==> config.mk <==
export PLATFORM = sky130hd
export DESIGN_NAME = uart_rx_deserializer
export DESIGN_NICKNAME = d
export VERILOG_FILES = /design/src/rtl/uart_pkg.sv /design/src/rtl/uart_rx_sampler.sv /design/src/rtl/uart_rx_deserializer.sv
export SDC_FILE = /design/constraint.sdc
export NUM_CORES = 1
export LEC_CHECK = 0
export CAP_MARGIN = 10
export CORE_MARGIN = 2
export CORE_UTILIZATION = 52
export DETAILED_ROUTE_END_ITERATION = 16
export GPL_ROUTABILITY_DRIVEN = 0
export GPL_TIMING_DRIVEN = 0
export PLACE_DENSITY_LB_ADDON = 0.08
export SYNTH_ARGS = -nofsm -noshare
export SYNTH_HDL_FRONTEND = slang
export SYNTH_HIERARCHICAL = 1
export SYNTH_SLANG_ARGS = --single-unit
==> constraint.sdc <==
create_clock -name CLK -period 2.5 [get_ports CLK]
set_input_delay 0.375 -clock CLK [delete_from_list [all_inputs] [get_ports CLK]]
set_output_delay 0.375 -clock CLK [all_outputs]
set_load 0.02 [all_outputs]
==> src/rtl/uart_pkg.sv <==
`default_nettype none
// +-----------------------------------------------------------------------+
// | uart_pkg                                                              |
// | Shared types and constants for the UART receive path.                 |
// | Rev 1.0 - initial release                                             |
// +-----------------------------------------------------------------------+
package uart_pkg;

  typedef enum logic [2:0] {
    IDLE   = 3'd0,
    START  = 3'd1,
    DATA   = 3'd2,
    PARITY = 3'd3,
    STOP   = 3'd4
  } rx_state_e;

  localparam logic PAR_EVEN = 1'b0;
  localparam logic PAR_ODD  = 1'b1;

  localparam int PRESCALE_8  = 8;
  localparam int PRESCALE_16 = 16;
  localparam int PRESCALE_32 = 32;

endpackage
`default_nettype wire

==> src/rtl/uart_rx_sampler.sv <==
`default_nettype none
// +-----------------------------------------------------------------------+
// | uart_rx_sampler                                                       |
// | Three-sample majority vote around the middle of each bit period.      |
// | Rev 1.0 - initial release                                             |
// +-----------------------------------------------------------------------+
module uart_rx_sampler #(
  parameter int PRESCALE_WIDTH = 6
) (
  input  logic                      clk,
  input  logic                      rst,
  input  logic                      rx_in,
  input  logic [PRESCALE_WIDTH-1:0] edge_cnt,
  input  logic [PRESCALE_WIDTH-1:0] prescale,
  output logic                      bit_val,
  output logic                      bit_ready
);

  logic                      s0_q, s0_d;
  logic                      s1_q, s1_d;
  logic [PRESCALE_WIDTH-1:0] half;

  assign half = prescale >> 1;

  always_comb begin
    s0_d      = s0_q;
    s1_d      = s1_q;
    bit_ready = 1'b0;
    bit_val   = 1'b0;
    if (edge_cnt == half - 1'b1) s0_d = rx_in;
    if (edge_cnt == half)        s1_d = rx_in;
    // Third sample is taken live, so the vote resolves on this edge.
    if (edge_cnt == half + 1'b1) begin
      bit_ready = 1'b1;
      bit_val   = (s0_q & s1_q) | (s0_q & rx_in) | (s1_q & rx_in);
    end
  end

  always_ff @(posedge clk or posedge rst) begin
    if (rst) begin
      s0_q <= 1'b1;
      s1_q <= 1'b1;
    end else begin
      s0_q <= s0_d;
      s1_q <= s1_d;
    end
  end

endmodule
`default_nettype wire

==> src/rtl/uart_rx_deserializer.sv <==
`default_nettype none
// +-----------------------------------------------------------------------+
// | uart_rx_deserializer                                                  |
// | Recovers one oversampled UART frame and presents the word in parallel.|
// | Rev 1.0 - initial release                                             |
// +-----------------------------------------------------------------------+
module uart_rx_deserializer
  import uart_pkg::*;
#(
  parameter int DATA_LENGTH    = 8,
  parameter int PRESCALE_WIDTH = 6
) (
  input  logic                      CLK,
  input  logic                      RST,
  input  logic                      RX_IN,
  input  logic [PRESCALE_WIDTH-1:0] Prescale,
  input  logic                      PAR_EN,
  input  logic                      PAR_TYP,
  output logic [DATA_LENGTH-1:0]    P_DATA,
  output logic                      Data_Valid,
  output logic                      Parity_Error,
  output logic                      Stop_Error
);

  localparam int BCW = (DATA_LENGTH > 1) ? $clog2(DATA_LENGTH) : 1;

  rx_state_e                 state_q, state_d;
  logic [PRESCALE_WIDTH-1:0] edge_q, edge_d;
  logic [BCW-1:0]            bit_cnt_q, bit_cnt_d;
  logic [DATA_LENGTH-1:0]    shift_q, shift_d;
  logic [DATA_LENGTH-1:0]    p_data_q, p_data_d;
  logic [PRESCALE_WIDTH-1:0] presc_q, presc_d;
  logic                      par_en_q, par_en_d;
  logic                      par_typ_q, par_typ_d;
  logic                      bit_q, bit_d;
  logic                      frame_err_q, frame_err_d;
  logic                      dv_q, dv_d;
  logic                      pe_q, pe_d;
  logic                      se_q, se_d;

  logic smp_bit;
  logic smp_ready;
  logic wrap;

  uart_rx_sampler #(
    .PRESCALE_WIDTH(PRESCALE_WIDTH)
  ) u_sampler (
    .clk      (CLK),
    .rst      (RST),
    .rx_in    (RX_IN),
    .edge_cnt (edge_q),
    .prescale (presc_q),
    .bit_val  (smp_bit),
    .bit_ready(smp_ready)
  );

  assign wrap = (edge_q == presc_q - 1'b1);

  always_comb begin
    state_d     = state_q;
    edge_d      = edge_q;
    bit_cnt_d   = bit_cnt_q;
    shift_d     = shift_q;
    p_data_d    = p_data_q;
    presc_d     = presc_q;
    par_en_d    = par_en_q;
    par_typ_d   = par_typ_q;
    bit_d       = bit_q;
    frame_err_d = frame_err_q;
    dv_d        = 1'b0;
    pe_d        = 1'b0;
    se_d        = 1'b0;

    if (state_q != IDLE) edge_d = wrap ? '0 : edge_q + 1'b1;
    if (smp_ready)       bit_d  = smp_bit;

    case (state_q)
      IDLE: begin
        edge_d = '0;
        // Start-detect cycle counts as edge 0, so the counter resumes at 1.
        if (!RX_IN) begin
          state_d     = START;
          edge_d      = PRESCALE_WIDTH'(1);
          bit_cnt_d   = '0;
          presc_d     = Prescale;
          par_en_d    = PAR_EN;
          par_typ_d   = PAR_TYP;
          frame_err_d = 1'b0;
        end
      end
      START: begin
        if (wrap) state_d = bit_q ? IDLE : DATA;
      end
      DATA: begin
        if (wrap) begin
          shift_d = {bit_q, shift_q[DATA_LENGTH-1:1]};
          if (bit_cnt_q == BCW'(DATA_LENGTH - 1)) begin
            bit_cnt_d = '0;
            state_d   = par_en_q ? PARITY : STOP;
          end else begin
            bit_cnt_d = bit_cnt_q + 1'b1;
          end
        end
      end
      PARITY: begin
        if (wrap) begin
          if (bit_q != ((^shift_q) ^ par_typ_q)) begin
            frame_err_d = 1'b1;
            pe_d        = 1'b1;
          end
          state_d = STOP;
        end
      end
      STOP: begin
        if (wrap) begin
          state_d = IDLE;
          if (!bit_q) begin
            se_d = 1'b1;
          end else if (!frame_err_q) begin
            p_data_d = shift_q;
            dv_d     = 1'b1;
          end
        end
      end
      default: state_d = IDLE;
    endcase
  end

  always_ff @(posedge CLK or posedge RST) begin
    if (RST) begin
      state_q     <= IDLE;
      edge_q      <= '0;
      bit_cnt_q   <= '0;
      shift_q     <= '0;
      p_data_q    <= '0;
      presc_q     <= PRESCALE_WIDTH'(PRESCALE_8);
      par_en_q    <= 1'b0;
      par_typ_q   <= PAR_EVEN;
      bit_q       <= 1'b1;
      frame_err_q <= 1'b0;
      dv_q        <= 1'b0;
      pe_q        <= 1'b0;
      se_q        <= 1'b0;
    end else begin
      state_q     <= state_d;
      edge_q      <= edge_d;
      bit_cnt_q   <= bit_cnt_d;
      shift_q     <= shift_d;
      p_data_q    <= p_data_d;
      presc_q     <= presc_d;
      par_en_q    <= par_en_d;
      par_typ_q   <= par_typ_d;
      bit_q       <= bit_d;
      frame_err_q <= frame_err_d;
      dv_q        <= dv_d;
      pe_q        <= pe_d;
      se_q        <= se_d;
    end
  end

  assign P_DATA       = p_data_q;
  assign Data_Valid   = dv_q;
  assign Parity_Error = pe_q;
  assign Stop_Error   = se_q;

endmodule
`default_nettype wire

==> run summary <==
Setup repair after global routing could not meet its margin everywhere. The startpoint-to-endpoint class of the critical path is flip-flop to flip-flop. The ratio of routed vias to standard cells is 5.76. Of the total power, the share spent switching nets is 39.8%. The fraction of synthesized area in multiplexers is around 16%. The critical path data required time came out at around 2.7 ns.

In this run the standard cell core region covers 0.00466 sq mm. Following the worst setup path forward leads to its endpoint at P_DATA[3]. Once the floorplan was initialized, standard cells occupied 53.4% of the core. The via count of the first global-routing pass came to 1815. The worst clock skew on the final layout is 0.00441 ns. Across all register-to-register paths, the minimum setup slack is -0.03 ns. In this run, post-CTS hold repair placed 0 buffers.

CTS placed an instance of sky130_fd_sc_hd__clkbuf_8 at the clock tree root. After routing the design area is 0.00308 sq mm. The clock network fraction of design power came out at between 10% and 20%. After synthesis, the cell types taking the most area are sky130_fd_sc_hd__dfrtp_1 (39%), sky130_fd_sc_hd__mux2_4 (11%), sky130_fd_sc_hd__xnor2_1 (5.3%).

The number of placed instances with taps included came out at 287. The deepest clock path buffer count came out at 2. Row generation in the floorplan step produced 25 rows. The footprint of the flip-flops and latches came out at 0.00108 sq mm. In this run the mean area of a mapped cell was 11.7 sq um. The clock tree synthesis step divided the H-tree into 2 levels.

The CTS buffer count is 5. The cell area after synthesis is approximately 0.0025 sq mm. The horizontal die dimension came out at 73.2 um.

The class of the most critical hold timing path is primary input to async pin. By count the netlist is led by sky130_fd_sc_hd__dfrtp_1 (39), sky130_fd_sc_hd__mux2_4 (18), sky130_fd_sc_hd__xnor2_1 (15), sky130_fd_sc_hd__xor2_1 (14), sky130_fd_sc_hd__nor3_1 (12). The most used flip-flop cell after synthesis is sky130_fd_sc_hd__dfrtp_1. The pin count of the biggest net entering global routing is 42. Counting the fill cells in the layout gives approximately 360. The headroom to the max-slew limit came out at 43.6%.

TritonCTS built the clock tree. In the final design database the tool counted 273 nets. The startpoint type of the worst setup path is a flip-flop. The adder-cell share of the synthesized area is 3.42%. Per report_power, the combinational group accounts for 53.0% of the total. The total number of yosys warnings is 6. The placed instances occupy a cell area of between 0.002 and 0.003 sq mm. The number of flops mapped to enable cells by yosys came out at 0. The worst slack on hold paths came out at 0.460 ns. The DRC violations left is 0. The dominant combinational cell family by area after synthesis is multiplexers. In this run the remaining antenna-violating nets after routing total 0.

The final core utilization came out at between 60 and 70%. The multi-input logic area is roughly 0.0014 sq mm. The total half-perimeter wirelength after legalization and detailed placement came out at 3.54 mm. The total detailed-routing wirelength came out at 5.29 mm. The fraction of synthesized cell area taken by the top area cell type is 39.2%.

The count of cells along the worst register-to-register path came out at 6. The post-route non-filler standard cell count is between 300 and 400. The largest vdd supply drop is 0.756 mV. The total number of clock tree sinks came out at 43. The largest fanout of any net on the critical path is 5. The data arrival at the endpoint of the critical path came out at approximately 2.7 ns. The switching power is 0.00139 W. The net count after synthesis is 229. Power spread over the standard cell area amounts to roughly 1100 mW/mm^2. The final-report setup violation count is 12.

The remaining global-route overflow came out at 0. The number of pins with negative max-slew slack in the final report is 0. The proportion of layout cells with a drive suffix above 1 is a little under a third. The number of search-and-repair iterations in the first detailed-routing pass came out at 4. After detailed routing, the average wire length per cell comes to 17.0 um. The clock slew seen by the registers of the worst setup and hold paths is 0.08 ns. The checks that failed: setup timing. The end of the worst register-to-register path is P_DATA[3]. The achievable clock frequency came out at 396 MHz. Sequential cells account for 33.3% of the total power. Of all cell types, the one taking the most synthesized area is sky130_fd_sc_hd__dfrtp_1.

The flow ran to the end, but the final reports show violations. Setup slack on the critical path of the routed design comes to -0.0253 ns. The capturing element type of the critical path is a flip-flop. The cell count after synthesis came out at around 210. The signed area change from the synthesized netlist to the final layout came out at 23.9%.

The worst slack at placement is -0.336 ns. The total of max-cap violations came out at 0. The slew of the pin with the lowest slew margin is 0.846 ns. Cell internal power was estimated by the tool at between 0.002 and 0.0025 W. The global-route wire length before repair is just under 9 mm.

The overall track demand over capacity in global routing is 21.5%. The later pin in the worst-skew pair is clocked with a latency of between 0.2 and 0.3 ns. The number of top-level design ports came out at 22.

The floorplan step defined a die boundary enclosing 0.00536 sq mm. The unique cell type count in the Yosys netlist came out at 53. The beginning of the worst register-to-register path is presc_q[0].

The final critical delay including setup and external delays came out at 2.53 ns. The total count of hold-check failures in the final report is 0. The initial antenna violation count is 0. The number of inserted diodes is 0. The sequential fraction of the synthesis area came out at 43.4%.

The die is approximately 73 um tall. In this run the static leakage power is between 1 and 1.5 nW. The DRC violation total after the first TritonRoute iteration is 119.

In the finished design, the share of the clock period the worst path needs comes to 101%. sky130_fd_sc_hd__dfrtp_1 is the most common cell in the netlist. Tracing the worst setup path back leads to its startpoint at presc_q[0]. The post-synthesis xor/xnor area fraction is 11.1%.

The count of buffers added on input and output ports is 21. The synthesized design contains 43 register bits. The async set-or-reset flop fraction in the synthesized netlist came out at 100%. Across all layers, the routed design uses 1792 vias. The synthesized netlist devotes 15.4% of its cell area to simple gates. The compound-cell area share of the yosys netlist is 7.34%.
[logic make-up (layout without fill, tap and decap cells)]
family,Yosys count,count (layout)
AOI/OAI and AO/OA,25,25
xor gates and xnor gates,30,30
adders and majority gates,7,7
buffers and inverters,16,61
DFF,43,43
muxes,29,29
and+or+nand+nor,62,62
[placed cells by master (no fill, tap or decap), types with 6 or more instances in the layout]
master / instances
sky130_fd_sc_hd__buf_4: 15
sky130_fd_sc_hd__clkbuf_8: 7
sky130_fd_sc_hd__clkdlybuf4s50_1: 21
sky130_fd_sc_hd__dfrtp_1: 37
sky130_fd_sc_hd__mux2_2: 9
sky130_fd_sc_hd__mux2_4: 18
sky130_fd_sc_hd__nand2_1: 7
sky130_fd_sc_hd__nand3_1: 6
sky130_fd_sc_hd__nor2_1: 6
sky130_fd_sc_hd__nor3_1: 12
sky130_fd_sc_hd__xnor2_1: 14
sky130_fd_sc_hd__xor2_1: 14
[critical path, stage by stage (launching register included)]
cell,delay [ns]
sky130_fd_sc_hd__dfrtp_1,0.43
sky130_fd_sc_hd__or4_4,0.55
sky130_fd_sc_hd__nor3_4,0.18
sky130_fd_sc_hd__o2111ai_4,0.17
sky130_fd_sc_hd__or4_4,0.61
sky130_fd_sc_hd__buf_6,0.17
sky130_fd_sc_hd__mux2_4,0.29
[metal layers]
metal,up-vias,track usage (%),part of all wire (%)
met5,-,0,0
met4,0,7.00,1.8
met3,11,4.70,4.1
met2,50,33.7,48
met1,880,29.5,46
li1,851,-,-
[registers in the layout (all words and copies together) (netlist names)]
| name | cells |
|---|---|
| Data_Valid | 1 |
| frame_err_q | 1 |
| edge_q | 6 |
| presc_q | 6 |
| P_DATA | 8 |
| shift_q | 8 |
| u_sampler/s0_q | 1 |
| bit_cnt_q | 3 |
| Stop_Error | 1 |
| bit_q | 1 |
| par_en_q | 1 |
| Parity_Error | 1 |
| par_typ_q | 1 |
| state_q | 3 |
| u_sampler/s1_q | 1 |
[repair_timing]
item / CTS / global route
gates cloned: 2 / 0
buffers inserted: 11 / 3
pin swaps: 7 / 5
setup endpoints to repair: 22 / 18
gates resized for setup: 12 / 4
[metrics by stage]
stage               TNS, ns  total power, W
finish               -0.139         0.00349
global route          -1.37         0.00371
CTS                   -1.15         0.00339
detailed placement    -4.57         0.00267
global placement      -2.61         0.00257
floorplan                 0         0.00233
[layout make-up]
type / count / area share (%)
inverter: 8 / 0.974
sequential: 43 / 35.1
tap: 54 / 2.19
clock buffer: 8 / 3.25
multi-input combinational: 153 / 44.8
buffer: 8 / 2.15
timing repair buffer: 37 / 11.5
[worst min path at each step]
| stage | from | endpoint |
|---|---|---|
| floorplan | RST | u_sampler/s0_q |
| global placement | frame_err_q | frame_err_q |
| detailed placement | P_DATA[2] | P_DATA[2] |
| CTS | RST | u_sampler/s1_q |
| global route | RST | u_sampler/s1_q |
| finish | RST | u_sampler/s1_q |
[power groups by stage]
stage                     clock (W)  sequential (W)  combinational, W
after floorplan                   0         0.00110           0.00123
after global placement            0         0.00116           0.00141
after detailed placement          0         0.00119           0.00149
after CTS                  0.000486         0.00115           0.00176
after global routing       0.000515         0.00119           0.00201
final                      0.000477         0.00116           0.00185
Note: power is estimated with default switching activity, not from simulation.
